<file path="config.mk">
export PLATFORM = sky130hd
export DESIGN_NAME = sdram_arbiter
export DESIGN_NICKNAME = d
export VERILOG_FILES = /design/src/rtl/sdram_arbiter_pkg.sv /design/src/rtl/sdram_arbiter_rr_pick2.sv /design/src/rtl/sdram_arbiter.sv
export SDC_FILE = /design/constraint.sdc
export NUM_CORES = 1
export LEC_CHECK = 0
export CELL_PAD_IN_SITES_DETAIL_PLACEMENT = 1
export CELL_PAD_IN_SITES_GLOBAL_PLACEMENT = 2
export CORE_ASPECT_RATIO = 1.4
export CORE_MARGIN = 5
export CORE_UTILIZATION = 25
export DETAILED_ROUTE_END_ITERATION = 16
export PLACE_DENSITY_LB_ADDON = 0.1
export RECOVER_POWER = 25
export SLEW_MARGIN = 25
export SYNTH_ARGS = -nofsm -noshare
export SYNTH_HDL_FRONTEND = slang
export SYNTH_SLANG_ARGS = --single-unit
export TNS_END_PERCENT = 30
</file>
<file path="constraint.sdc">
create_clock -name clk -period 4.88 [get_ports clk]
set_input_delay 0.976 -clock clk [delete_from_list [all_inputs] [get_ports clk]]
set_output_delay 0.976 -clock clk [all_outputs]
set_load 0.05 [all_outputs]
</file>
<file path="src/rtl/sdram_arbiter_pkg.sv">
// Shared SDRAM definitions: geometry of the word address, default bus
// widths and the one-hot state encoding of the two-master arbiter.
// No ports; imported by sdram_arbiter and rr_pick2.
package sdram_arbiter_pkg;

    // Word address = bank + row + column.
    localparam int SDRAM_BANK_WIDTH    = 2;
    localparam int SDRAM_ROW_WIDTH     = 11;
    localparam int SDRAM_COL_WIDTH     = 8;
    localparam int SDRAM_ADDRESS_WIDTH = SDRAM_BANK_WIDTH + SDRAM_ROW_WIDTH + SDRAM_COL_WIDTH;
    localparam int SDRAM_DATA_WIDTH    = 32;

    typedef enum logic [3:0] {
        ARB_IDLE     = 4'b0001,
        ARB_GRANT    = 4'b0010,
        ARB_COMPLETE = 4'b0100,
        ARB_RELEASE  = 4'b1000
    } arb_state_t;

endpackage

</file>
<file path="src/rtl/sdram_arbiter_rr_pick2.sv">
// rr_pick2: combinational two-requester round-robin selector.
//   eligible[1:0] : per-requester eligibility
//   last_grant    : requester served most recently
//   valid         : at least one requester is eligible
//   grant         : selected requester index (meaningful when valid=1)
module rr_pick2 (
    input  logic [1:0] eligible,
    input  logic       last_grant,
    output logic       valid,
    output logic       grant
);

    // On contention the requester that was not served last wins; otherwise
    // the single eligible requester is taken.
    assign valid = |eligible;
    assign grant = (eligible == 2'b11) ? ~last_grant : eligible[1];

endmodule

</file>
<file path="src/rtl/sdram_arbiter.sv">
// sdram_arbiter: shares one SDRAM controller request port between two
// masters with round-robin arbitration and a four-phase req/ack handshake
// on every port.
//   clk, nreset                      : clock, synchronous active-low reset
//   mN_address/data_in/nwr/req       : master N request fields (N = 0,1)
//   mN_data_out, mN_ack              : master N registered response
//   mem_address/data_out/nwr/req     : registered request to the controller
//   mem_ack, mem_data_in             : controller completion and read data
module sdram_arbiter
    import sdram_arbiter_pkg::*;
#(
    parameter int DATA_WIDTH    = SDRAM_DATA_WIDTH,
    parameter int ADDRESS_WIDTH = SDRAM_ADDRESS_WIDTH
) (
    input  logic                      clk,
    input  logic                      nreset,
    input  logic [ADDRESS_WIDTH-1:0]  m0_address,
    input  logic [DATA_WIDTH-1:0]     m0_data_in,
    input  logic [DATA_WIDTH/8-1:0]   m0_nwr,
    input  logic                      m0_req,
    output logic [DATA_WIDTH-1:0]     m0_data_out,
    output logic                      m0_ack,
    input  logic [ADDRESS_WIDTH-1:0]  m1_address,
    input  logic [DATA_WIDTH-1:0]     m1_data_in,
    input  logic [DATA_WIDTH/8-1:0]   m1_nwr,
    input  logic                      m1_req,
    output logic [DATA_WIDTH-1:0]     m1_data_out,
    output logic                      m1_ack,
    output logic [ADDRESS_WIDTH-1:0]  mem_address,
    output logic [DATA_WIDTH-1:0]     mem_data_out,
    output logic [DATA_WIDTH/8-1:0]   mem_nwr,
    output logic                      mem_req,
    input  logic                      mem_ack,
    input  logic [DATA_WIDTH-1:0]     mem_data_in
);

    arb_state_t state_reg;
    logic       grant_reg;
    logic       last_grant_reg;

    logic [1:0] eligible;
    logic       pick_valid;
    logic       pick_grant;
    logic       granted_req;

    // A master whose ack is still high has not finished its handshake and
    // must not be granted again.
    assign eligible    = {m1_req & ~m1_ack, m0_req & ~m0_ack};
    assign granted_req = grant_reg ? m1_req : m0_req;

    rr_pick2 u_rr_pick2 (
        .eligible   (eligible),
        .last_grant (last_grant_reg),
        .valid      (pick_valid),
        .grant      (pick_grant)
    );

    // Address and data registers carry no reset value; they only matter
    // while mem_req or an ack is high.
    always_ff @(posedge clk) begin
        if (!nreset) begin
            state_reg      <= ARB_IDLE;
            mem_req        <= 1'b0;
            m0_ack         <= 1'b0;
            m1_ack         <= 1'b0;
            last_grant_reg <= 1'b1;
            mem_nwr        <= '1;
        end else begin
            case (state_reg)
                ARB_IDLE: begin
                    if (pick_valid) begin
                        grant_reg    <= pick_grant;
                        mem_address  <= pick_grant ? m1_address : m0_address;
                        mem_data_out <= pick_grant ? m1_data_in : m0_data_in;
                        mem_nwr      <= pick_grant ? m1_nwr     : m0_nwr;
                        mem_req      <= 1'b1;
                        state_reg    <= ARB_GRANT;
                    end
                end
                ARB_GRANT: begin
                    if (mem_ack) begin
                        mem_req        <= 1'b0;
                        last_grant_reg <= grant_reg;
                        // Read data is returned for writes too; the master
                        // simply ignores it.
                        if (grant_reg) begin
                            m1_data_out <= mem_data_in;
                            m1_ack      <= 1'b1;
                        end else begin
                            m0_data_out <= mem_data_in;
                            m0_ack      <= 1'b1;
                        end
                        state_reg <= ARB_COMPLETE;
                    end
                end
                ARB_COMPLETE: begin
                    // Controller must release its ack before the next request.
                    if (!mem_ack) begin
                        state_reg <= ARB_RELEASE;
                    end
                end
                ARB_RELEASE: begin
                    if (!granted_req) begin
                        if (grant_reg) begin
                            m1_ack <= 1'b0;
                        end else begin
                            m0_ack <= 1'b0;
                        end
                        state_reg <= ARB_IDLE;
                    end
                end
                default: begin
                    state_reg <= ARB_IDLE;
                    mem_req   <= 1'b0;
                end
            endcase
        end
    end

endmodule

</file>
== Word level (Yosys, flattened, before mapping) ==
Cells that the tools add are included.

* Memories kept: 0
* Word-level logic and storage cells: 66
* Memory bits (read-only): 0
* Bits in latches: 0
* Bits of input ports: 151
* Output and inout port bits: 124
* Bits in registers: 130
* Memory bits (writable): 0

* Shift operators: 0
* Reduce and logical (&&, ||, !) cells: 12
* Equality and inequality tests: 13
* Add/sub/neg operators: 0
* Multiplexer cells: 23
* Bitwise logic cells: 7
* Order comparisons: 0
* Divide/modulo/power cells: 0
* $mul: 0

{| class="wikitable"
|+ Operators with widths
! kind !! number
|-
| 2-to-1 mux 32 bit || 1
|-
| 2-to-1 mux 21 bit || 1
|-
| 2-to-1 mux 4 bit || 5
|-
| != test 2 bit, second input constant || 8
|-
| one-hot mux 4 bit (4 select lines) || 1
|-
| 2-to-1 mux 1 bit || 12
|-
| AND reduction 4 bit || 3
|-
| AND reduction 5 bit || 2
|-
| AND reduction 3 bit || 2
|-
| inverter 1 bit || 5
|-
| == test 4 x 1 -> 1 bit, second input constant || 1
|-
| == test 4 x 2 -> 1 bit, second input constant || 1
|-
| == test 4 x 3 -> 1 bit, second input constant || 1
|-
| == test 4 bit, second input constant || 1
|-
| one-hot mux 1 bit (2 select lines) || 2
|-
| AND reduction 2 bit || 2
|-
| OR reduction 2 bit || 2
|-
| one-hot mux 1 bit (3 select lines) || 1
|-
| AND 1 bit || 2
|-
| == test 2 bit, second input constant || 1
|-
| nonzero test 2 bit || 1
|}

== Logic depth before layout (Yosys ltp) ==
* Depth in word-level cells: 5
* Mapped depth: 6
* Depth with buffers taken out: 3

== Cells and area by module ==
A second synthesis with hierarchy kept.

* Cells, all modules: 260
* Area total of the unflattened synthesis: 4870.9 sq um

{| class="wikitable"
|+ Modules (own cells, without submodules)
! module !! cells each !! times used !! area an instance (sq um) !! seq. area each (sq um)
|-
| sdram_arbiter || 258 || 1 || 4857.2 || 3783.6
|-
| rr_pick2 || 2 || 1 || 13.8 || 0.0
|}

== Worst setup path after synthesis ==
Ideal clock, no wire load.

* Kind: input -> register
* Start: input port mem_ack
* End: register m0_data_out[0] (enable)
* Slack: 1.596 ns
* Setup time: 0.421 ns
* Data arrival time: 2.863 ns
* Required time: 4.459 ns
* Path buffers: 0
* Cell stages on the path: 3
* Cells stage by stage: nor3b_1 -> nand3_1 -> nor2_1

* Cells in the longest elaborated chain, start to end: 1

{| class="wikitable"
|+ Ends and longest elaborated chain
! element !! RTL line !! source
|-
| start, declared || sdram_arbiter.sv:33 || <nowiki>input logic mem_ack,</nowiki>
|-
| AND reduction 4 bit (no source line) || -- ||
|-
| end signal, assigned || sdram_arbiter.sv:90 || <nowiki>m0_data_out <= mem_data_in;</nowiki>
|-
| end, declared || sdram_arbiter.sv:21 || <nowiki>output logic [DATA_WIDTH-1:0] m0_data_out,</nowiki>
|}

No other way between the ends.
A chain may end at the register's enable or synchronous reset.

== Worst setup path after layout ==
* Start: input port mem_ack
* End: register m0_data_out[4] (enable)

The elaborated chain is that of the path after synthesis.

==> qor.yml <==
worst_hold_path:
  min_from: "mem_req"
  hp-class: "flip-flop to flip-flop"
synth:
  synth_top_area_cell: "edfxtp_1"
  synth-warning-count: 0
  netlist_area_mm2: 0.005106
  synth-seq-cells: 130
  syn_inst: 258
  yosysSeqAreaShare_pct: 74.10
  syn_avg_cell_area_um2: 19.79
  synthTopCellsByArea: "edfxtp_1, mux2_4, dfxtp_1"
  synth.distinct_cells: 39
  synth_top_cell_area_share_pct: 69.39
  syn_nets: 409
cells_and_area:
  drive_above_1_share_pct: 14.05
  final_common_cell: "clkdlybuf4s50_1"
  nFillCells: 2079
  nets: 693
  antenna-diode-count: 0
  final_util_pct: 42.54
  reg_top3: "m0_data_out x32, m1_data_out x32, mem_data_out x32"
  area_growth_pct: 69.35
  mostFrequentLayoutCells: "clkdlybuf4s50_1, edfxtp_1, dlygate4sd3_1, mux2_4, mux2_1"
cts:
  clk_path_buf_depth: 2
  cts_setup_buffers: 0
  hold_buffers: 0
  cts_resized: 0
  htree_levels: 4
  cts_num_sinks: 130
  clk_pin_slew_worst_paths_ps: 70
  cts-root-buf: "clkbuf_16"
  cts_tree: "yes"
  insertion_delay_ps: 420
  cts_inserted_buffers: 17
floorplanning:
  num_io_pins: 275
  die-area_mm2: 0.02342
  fp.dieH_um: 179.1
  dieWidth_um: 130.8
  core_area_mm2: 0.02032
  rows: 62
  start_util_pct: 25.12
setup_path:
  crit_start: "mem_ack"
  rrSetupSlack_ps: 2520
  crit_family: "simple AND/OR/NAND/NOR gates"
  cpPeakStageDelay_ps: 790
  end_kind: "flip-flop"
  worstPathArrival_ps: 3090
  reg2reg_depth: 3
  slowest_stage: "nor2_4"
  crit_end: "m0_data_out[4]"
  critPathRequiredTime_ps: 4910
  path_max_fanout: 32
  worstReg2RegStart: "state_reg[0]"
  crit_type: "input pin to flip-flop"
  r2r-end: "mem_data_out[20]"
  path_cells: "dlygate4sd3_1 -> nor3b_1 -> nand3_1 -> nor2_4"
  cp-start-kind: "input pin"
  cp.buffers_inverters: 1
  path_depth: 4
grt:
  grt_pass1_vias: 3777
  overflow: 0
  track_usage_pct: 12.46
  grt_max_degree: 59
  grt_pass1_wl_um: 21530
  antenna_found_initial: 0
timing:
  rsz0062_at_grt: "false"
  period_share_pct: 62.55
  finalSetupTns_ps: 0
  finalMaxSlewViolations: 0
  finalHoldViolCount: 0
  min_period_ps: 3052
  clock.fmax_mhz: 327.6
  final-setup-viol-count: 0
  finClkSkew_ps: 9.660
  slew_headroom_pct: 37.77
  worst_pin_slew_ps: 931.2
route:
  vias_per_cell: 4.215
  drt_iter0_drc: 128
  final_antenna_net_count: 0
  dr.pass1.iters: 4
  drc: 0
  vias: 3418
  routed_wl_um: 14910
  wire_per_inst_um: 18.38
placed_design:
  dp_hpwl_um: 11520
  gp_congestion: 0.7222
  port_buffers: 274
power:
  ir_worst_vdd_mv: 0.1783
  p_leak_uw: 0.003090
  power_density_mw_per_mm2: 374.7
flow_run:
  drv_cap: 0
run_status:
  status: "complete, no violations"
## through the flow
step | area, um2 | total power [uW] | worst slack (ps) | cells | hold slack [ps]
floorplan | 5106 | 1751 | 1596 | 258 | 562.2
global placement | 8098 | 2027 | 1449 | 778 | 455.0
CTS | 8690 | 3318 | 1834 | 810 | 476.6
finish | 8647 | 3240 | 1828 | 811 | 480.6
global route | 8647 | 3372 | 1715 | 811 | 510.3
detailed placement | 8098 | 2035 | 1390 | 778 | 463.5
## power breakdown
part	switching (uW)	internal [uW]
logic	362	278
registers	32.9	1310
clock network	533	727
total	928	2310
## worst reg2reg max path, delay by kind of cell, from the launching register on
kind / cells / cell delay [ps]
compound gates: 1 / 220
buf+inv: 1 / 610
flops: 1 / 520
simple gates: 1 / 560
## layout make-up
type	count	area, um2	area share, %
Clock buffer	17	425.4	4.920
Clock inverter	15	166.4	1.924
Inverter	5	18.77	0.2170
Multi-Input combinational cell	112	1155	13.36
Sequential cell	130	3784	43.76
Tap cell	256	320.3	3.704
Timing Repair Buffer	276	2778	32.12
## routing by layer
metal	part of all wire (%)	track usage, %	up-vias
li1	-	-	1582
met1	36	13.55	1606
met2	48	19.87	210
met3	14	7.064	20
met4	1.9	5.232	0
met5	0	0	-
## Yosys cell counts (all sizes together)
master / count
a211oi: 1
o221ai: 1
buf: 9
or4b: 3
or2: 1
o21ai: 6
and2: 1
or4: 1
o21a: 1
a21boi: 1
nor2: 7
o22ai: 2
nand3: 1
mux2i: 1
edfxtp: 118
nand2b: 3
a311o: 1
nor3: 1
o311ai: 1
a21oi: 3
and3b: 1
o211a: 2
xor2: 1
inv: 5
mux2: 53
nor2b: 2
nand2: 4
a32oi: 4
nand3b: 1
nor3b: 2
clkbuf: 2
or3b: 4
a221oi: 1
a21o: 1
dfxtp: 12
## worst min path at each step
stage,to,slack [ps],cells past startpoint
finish,mem_req,480,2
detailed placement,mem_req,460,2
CTS,mem_req,480,2
global placement,mem_req,460,2
floorplan,m0_ack,560,1
global route,mem_req,510,2
## logic make-up after synthesis
family | synth area share, %
flops | 74.10
mux | 15.49
xor+xnor | 0.1716
compound gates | 4.018
simple gates | 3.970
buf+inv | 2.254
(Power assumes the default switching activity.)
